===== src/rtl/fetch_pkg.sv =====
// Shared constants, entry layout and sizing helpers for the instruction fetch front end.
package fetch_pkg;

  localparam logic [31:0] INST_NOP  = 32'h00000013;
  localparam logic [31:0] TRAP_INST = 32'h00000000;

  // Smallest legal prefetch depth; DEPTH must also be a power of two.
  localparam int MIN_DEPTH = 2;

  typedef struct packed {
    logic [31:0] inst;
    logic [31:0] pc;
    logic        trap;
  } buf_entry_t;

  function automatic int cnt_width(input int depth);
    return $clog2(depth) + 1;
  endfunction

  function automatic bit depth_legal(input int depth);
    return (depth >= MIN_DEPTH) && ((depth & (depth - 1)) == 0);
  endfunction

endpackage


===== src/rtl/fetch_fifo.sv =====
// DEPTH x WIDTH synchronous FIFO with flush and occupancy count; head is read straight from storage.
module fetch_fifo
  import fetch_pkg::*;
#(
  parameter int DEPTH = 4,
  parameter int WIDTH = 65
) (
  input  logic                        clk,
  input  logic                        rst,
  input  logic                        flush,
  input  logic                        push,
  input  logic [WIDTH-1:0]            push_data,
  input  logic                        pop,
  output logic [WIDTH-1:0]            head,
  output logic [cnt_width(DEPTH)-1:0] count
);

  localparam int PW = $clog2(DEPTH);
  localparam int CW = cnt_width(DEPTH);

  logic [WIDTH-1:0] mem [DEPTH];
  logic [PW-1:0]    rd_ptr;
  logic [PW-1:0]    wr_ptr;
  logic [PW-1:0]    wr_addr;
  logic [CW-1:0]    count_reg;
  logic             full;
  logic             do_push;
  logic             do_pop;

  assign full    = (count_reg == CW'(DEPTH));
  assign do_pop  = pop && (count_reg != '0) && !flush;
  // A flush empties the FIFO, so a push in the same cycle lands in slot 0.
  assign do_push = push && (flush || !full || do_pop);
  assign wr_addr = flush ? '0 : wr_ptr;
  assign head    = mem[rd_ptr];
  assign count   = count_reg;

  always_ff @(posedge clk or posedge rst) begin
    if (rst) begin
      rd_ptr    <= '0;
      wr_ptr    <= '0;
      count_reg <= '0;
    end else if (flush) begin
      rd_ptr    <= '0;
      wr_ptr    <= push ? PW'(1) : '0;
      count_reg <= push ? CW'(1) : '0;
    end else begin
      if (do_push) wr_ptr <= wr_ptr + 1'b1;
      if (do_pop)  rd_ptr <= rd_ptr + 1'b1;
      count_reg <= count_reg + CW'(do_push) - CW'(do_pop);
    end
  end

  always_ff @(posedge clk) begin
    if (do_push) mem[wr_addr] <= push_data;
  end

endmodule


===== src/rtl/fetch_unit.sv =====
// Instruction fetch front end: credit-limited imem requests, prefetch buffer, redirect/drop handling.
// Optional same-cycle response bypass to decode is enabled by defining FETCH_BYPASS_EN.
module fetch_unit
  import fetch_pkg::*;
#(
  parameter logic [31:0] RESET_ADDR = 32'h00000000,
  parameter int          DEPTH      = 4
) (
  input  logic        i_clk,
  input  logic        i_rst,
  output logic        o_imem_req_valid,
  input  logic        i_imem_req_ready,
  output logic [31:0] o_imem_req_addr,
  input  logic        i_imem_rsp_valid,
  input  logic [31:0] i_imem_rsp_data,
  output logic        o_inst_valid,
  input  logic        i_inst_ready,
  output logic [31:0] o_inst,
  output logic [31:0] o_inst_pc,
  output logic        o_inst_trap,
  input  logic        i_redirect,
  input  logic [31:0] i_redirect_pc
);

  localparam int            CW      = cnt_width(DEPTH);
  localparam int            BW      = $bits(buf_entry_t);
  localparam logic [CW:0]   DEPTH_W = (CW + 1)'(DEPTH);

  generate
    if (!depth_legal(DEPTH)) begin : g_bad_depth
      $error("fetch_unit: DEPTH must be a power of two and at least 2");
    end
    if (RESET_ADDR[1:0] != 2'b00) begin : g_bad_reset_addr
      $error("fetch_unit: RESET_ADDR must be 4-byte aligned");
    end
  endgenerate

  logic [31:0]   fetch_pc;
  logic [CW-1:0] drop_cnt;
  logic          halted;

  logic [CW-1:0] count;
  logic [CW-1:0] outstanding;
  logic [CW:0]   credit_used;
  logic          req_fire;
  logic          rsp_fire;
  logic          rsp_keep;
  logic          misaligned;
  logic          buf_valid;
  logic          buf_push;
  logic          buf_pop;
  logic [31:0]   pc_head;
  buf_entry_t    buf_in;
  buf_entry_t    buf_head;

  // Credit counts stored entries plus requests in flight, so every response has a slot.
  assign credit_used      = {1'b0, count} + {1'b0, outstanding};
  assign o_imem_req_valid = !halted && (credit_used < DEPTH_W);
  assign o_imem_req_addr  = {fetch_pc[31:2], 2'b00};
  assign req_fire         = o_imem_req_valid && i_imem_req_ready;
  assign rsp_fire         = i_imem_rsp_valid;
  assign rsp_keep         = rsp_fire && (drop_cnt == '0) && !i_redirect;
  assign misaligned       = (i_redirect_pc[1:0] != 2'b00);
  assign buf_valid        = (count != '0);
  assign buf_pop          = buf_valid && i_inst_ready && !i_redirect;

`ifdef FETCH_BYPASS_EN
  logic bypass;
  assign bypass = rsp_keep && !buf_valid && i_inst_ready;
  assign buf_push = i_redirect ? misaligned : (rsp_keep && !bypass);
`else
  assign buf_push = i_redirect ? misaligned : rsp_keep;
`endif

  always_comb begin
    buf_in = '{inst: i_imem_rsp_data, pc: pc_head, trap: 1'b0};
    if (i_redirect) buf_in = '{inst: TRAP_INST, pc: i_redirect_pc, trap: 1'b1};
  end

  // In-flight request addresses; its occupancy is the outstanding-request count.
  fetch_fifo #(.DEPTH(DEPTH), .WIDTH(32)) u_pc_q (
    .clk       (i_clk),
    .rst       (i_rst),
    .flush     (1'b0),
    .push      (req_fire),
    .push_data (o_imem_req_addr),
    .pop       (rsp_fire),
    .head      (pc_head),
    .count     (outstanding)
  );

  fetch_fifo #(.DEPTH(DEPTH), .WIDTH(BW)) u_inst_buf (
    .clk       (i_clk),
    .rst       (i_rst),
    .flush     (i_redirect),
    .push      (buf_push),
    .push_data (buf_in),
    .pop       (buf_pop),
    .head      (buf_head),
    .count     (count)
  );

  always_comb begin
    o_inst_valid = buf_valid;
    o_inst       = '0;
    o_inst_pc    = '0;
    o_inst_trap  = 1'b0;
    if (buf_valid) begin
      o_inst      = buf_head.inst;
      o_inst_pc   = buf_head.pc;
      o_inst_trap = buf_head.trap;
    end
`ifdef FETCH_BYPASS_EN
    else if (bypass) begin
      o_inst_valid = 1'b1;
      o_inst       = i_imem_rsp_data;
      o_inst_pc    = pc_head;
    end
`endif
  end

  always_ff @(posedge i_clk or posedge i_rst) begin
    if (i_rst) begin
      fetch_pc <= RESET_ADDR;
      drop_cnt <= '0;
      halted   <= 1'b0;
    end else if (i_redirect) begin
      // Everything still in flight, including this cycle's request, belongs to the old path.
      fetch_pc <= i_redirect_pc;
      drop_cnt <= outstanding + CW'(req_fire) - CW'(rsp_fire);
      halted   <= misaligned;
    end else begin
      if (req_fire) fetch_pc <= fetch_pc + 32'd4;
      if (rsp_fire && (drop_cnt != '0)) drop_cnt <= drop_cnt - 1'b1;
    end
  end

endmodule

===== config.mk =====
export PLATFORM = sky130hd
export DESIGN_NAME = fetch_unit
export DESIGN_NICKNAME = d
export VERILOG_FILES = /design/src/rtl/fetch_pkg.sv /design/src/rtl/fetch_fifo.sv /design/src/rtl/fetch_unit.sv
export SDC_FILE = /design/constraint.sdc
export NUM_CORES = 1
export LEC_CHECK = 0
export CORE_MARGIN = 5
export CORE_UTILIZATION = 57
export DETAILED_ROUTE_END_ITERATION = 16
export GPL_TIMING_DRIVEN = 0
export PLACE_DENSITY_LB_ADDON = 0.05
export SYNTH_ARGS = -nofsm -noshare
export SYNTH_HDL_FRONTEND = slang
export SYNTH_SLANG_ARGS = --single-unit

===== constraint.sdc =====
create_clock -name i_clk -period 8.45 [get_ports i_clk]
set_input_delay 1.69 -clock i_clk [delete_from_list [all_inputs] [get_ports i_clk]]
set_output_delay 1.69 -clock i_clk [all_outputs]
set_load 0.02 [all_outputs]

==> flow_summary.toml <==
[status]
status = "finished clean"

[final_layout]
drive_gt1_share_pct = 14.83
antenna-diode-count = 0
num-fill-cells = 2043
layout-area-overhead-vs-synth_pct = 21.27
finish.cell_count_without_fillers = 1684
registers_with_the_most_flip_flops = "u_inst_buf.mem: 260 flops, u_pc_q.mem: 120 flops, fetch_pc: 30 flops"
post-route-util_pct = 69.92
largest_register_ffs = 260
nets = 1343
register_with_the_highest_flop_count = "u_inst_buf.mem"

[synth]
post_synth_instance_area_um2 = 17640
synth_enable_flop_cells = 380
synth_largest_area_cell = "sky130_fd_sc_hd__edfxtp_1"
synth_warnings = 0
post_synth_inst_count = 1034
ys_seq_elements = 428
synth_area_leaders = "sky130_fd_sc_hd__edfxtp_1 65%, sky130_fd_sc_hd__mux4_2 12%, sky130_fd_sc_hd__dfrtp_1 6.8%"
synth-seq-area-share_pct = 71.50
synth_most_common_cell = "sky130_fd_sc_hd__edfxtp_1"
ys_dominant_reg_cell = "sky130_fd_sc_hd__edfxtp_1"
synth.distinct_cells = 42
postSynth.asyncResetShare_pct = 11.21
yosys-top-cells-count = "380 x sky130_fd_sc_hd__edfxtp_1, 108 x sky130_fd_sc_hd__nand2_1, 95 x sky130_fd_sc_hd__mux4_2"
synth_top_area_share_pct = 64.69
synthesis.area_per_instance_um2 = 17.06

[floorplanning]
floorplan.core_area_um2 = 30590
die_y_um = 185.9
num_rows = 64
start_util_pct = 57.66
boundaryPins = 169
chipWidth_um = 185.9
die_area_um2 = 34560

[critical_path]
path_delay_family = "buffers and inverters"
crit_buf_inv = 4
timing.critical_path.arrival_ns = 3.57
cells_along_the_critical_path = "clkbuf_1 > buf_1 > buf_2 > mux4_2 > and2_1 > clkdlybuf4s50_1"
rr_endpoint = "u_pc_q.mem[2][4]"
setup.worst_path.start_class = "flip-flop"
timing.reg2reg.worst_path_depth = 5
max_stage_delay_ns = 0.70
worst_ep_required_time_ns = 6.76
crit_fanout = 10
worstSetupEndpointType = "primary output"
crit_type = "reg2out"
slowest_cell_on_the_critical_path = "sky130_fd_sc_hd__buf_1"
reg2reg_from = "u_inst_buf.count[2]"
critical_path.startpoint = "u_inst_buf.rd_ptr[0]"
rrSetupSlack_ns = 4.77

[clock_tree]
htree_levels = 2
cts.root.buffer_cell = "sky130_fd_sc_hd__clkbuf_16"
tritoncts = "built"
cts_repair_resize_count = 0
clockBufferDepth = 3
cts.hold.buffers_added = 0
clock_latency_of_the_later_clocked_register_in_the_worst_skew_pair_ns = 0.54
cts_num_sinks = 428
clk_pin_slew_worst_paths_ns = 0.06
tritoncts_buffers = 43
post-cts-setup-buffer-count = 0

[timing]
max_freq_mhz = 190.1
setup_violations = 0
finClkSkew_ns = 0.02698
slew_of_the_pin_with_the_lowest_slew_margin_ns = 1.289
timing.final.crit_share_pct = 62.27
number_of_max_slew_violations_in_the_final_report = 0
slew_headroom_pct = 13.27
setup_total_negative_slack_ns = 0
setup_repair_after_global_routing_missed_its_margin = "false"
hold_viol = 0
fin_crit_ns = 5.262

[global_route]
grt_max_degree = 38
grt_first_pass_wirelength_mm = 59.35
gr-usage-all-layers_pct = 22.71
number_of_global_route_vias_before_repair = 10200
grt_overflow = 0
grt_antenna_before_repair = 0

[routing]
post_drt_wl_per_cell_um = 22.85
dr_total_vias = 9875
avgViaCountPerCell = 5.864
drt_pre_antenna_iters = 5
detailedRoute.firstIterationViolations = 935
route.antenna.remaining_nets = 0
post-route-drc-count = 0
total_wire_length_after_detailed_routing_mm = 38.48

[power_and_ir_drop]
cellLeakagePower_nw = 7.236
irDropWorstVdd_v = 0.0001856
power_per_cell_area_nw_per_um2 = 281.0

[placement]
cell_count_after_placement = 1606
dp.final_hpwl_mm = 25.70
gpl_wtd_cong = 0.8009
placement.io_buffers = 165

[job]
drv.max_cap_violation_count = 0

[hold_path]
min_delay_worst_endpoint = "halted"
timing.hold.worst.start = "halted"
hold_path_class = "reg2reg"
worstHoldPathCells = 2
[worst max-delay path by stage]
stage / endpoint / slack (ns) / cells past startpoint
global placement: u_inst_buf.mem[0][17] / -3.50 / 5
finish: o_inst[17] / 3.19 / 6
CTS: o_inst[17] / 3.09 / 6
global route: o_inst[17] / 2.93 / 6
floorplan: u_inst_buf.mem[0][0] / 0.86 / 4
detailed placement: u_inst_buf.count[2] / 3.27 / 12
[cell families (layout without fill, tap and decap cells)]
family          Yosys count  after routing  share of synthesized area (%)
compound gates           54             54                          1.965
simple gates            338            338                          10.14
mux                      98             98                          12.31
flops                   428            428                          71.50
other cells               1              2                        0.02126
buf+inv                  79            332                          1.752
fa+ha+maj                18             18                          1.405
xor+xnor                 18             18                         0.8939
[where the power goes]
group / internal [W] / switching (W)
clock network: 0.00103 / 0.000763
logic: 0.000792 / 0.000831
registers: 0.00250 / 0.0000911
total: 0.00433 / 0.00168
[per-stage QoR]
step	total power (W)	instance area (um2)	hold slack, ns	setup slack, ns
2_1_floorplan	0.003654	17640	0.4967	0.8552
3_3_place_gp	0.004251	19790	0.5204	-3.496
3_5_place_dp	0.004286	20060	0.5312	3.272
4_1_cts	0.006075	21390	0.5645	3.093
5_1_grt	0.006305	21390	0.5814	2.930
6_report	0.006010	21390	0.5632	3.188
[layout make-up]
class / instances / area [um2] / share of cell area, %
Sequential cell: 428 / 12610 / 58.96
Timing Repair Buffer: 175 / 1882 / 8.798
Clock buffer: 55 / 1161 / 5.428
Tap cell: 396 / 495.5 / 2.316
Buffer: 55 / 219.0 / 1.024
Clock inverter: 23 / 170.2 / 0.7956
Multi-Input combinational cell: 528 / 4760 / 22.25
Inverter: 24 / 90.09 / 0.4212
[metal layers]
metal	wire length (um)	global-route usage, %
met5	0	0
met4	857	6.237
met3	2383	3.830
met2	19220	37.53
met1	16010	31.95
[placed cells by master (no fill, tap or decap), types with 11 or more instances in the layout]
master,Yosys,routed
sky130_fd_sc_hd__inv_1,24,23
sky130_fd_sc_hd__and2_1,73,69
sky130_fd_sc_hd__ha_1,15,15
sky130_fd_sc_hd__buf_1,14,14
sky130_fd_sc_hd__dfrtp_1,48,48
sky130_fd_sc_hd__or4_1,12,12
sky130_fd_sc_hd__a31oi_1,13,13
sky130_fd_sc_hd__nor2b_1,37,37
sky130_fd_sc_hd__o31ai_1,11,11
sky130_fd_sc_hd__nand3_1,24,24
sky130_fd_sc_hd__nor2_1,30,27
sky130_fd_sc_hd__clkbuf_1,35,43
sky130_fd_sc_hd__nand4_1,21,21
sky130_fd_sc_hd__mux4_2,95,95
sky130_fd_sc_hd__clkbuf_16,0,43
sky130_fd_sc_hd__nand2_1,108,108
sky130_fd_sc_hd__o21ai_0,20,19
sky130_fd_sc_hd__edfxtp_1,380,380
sky130_fd_sc_hd__clkdlybuf4s50_1,0,165
[worst min-delay path, cell delays in order (launching register included)]
cell	delay, ns
sky130_fd_sc_hd__dfrtp_1	0.38
sky130_fd_sc_hd__nor2_1	0.06
sky130_fd_sc_hd__nor2_1	0.08
Power figures use the tool's default switching activity.
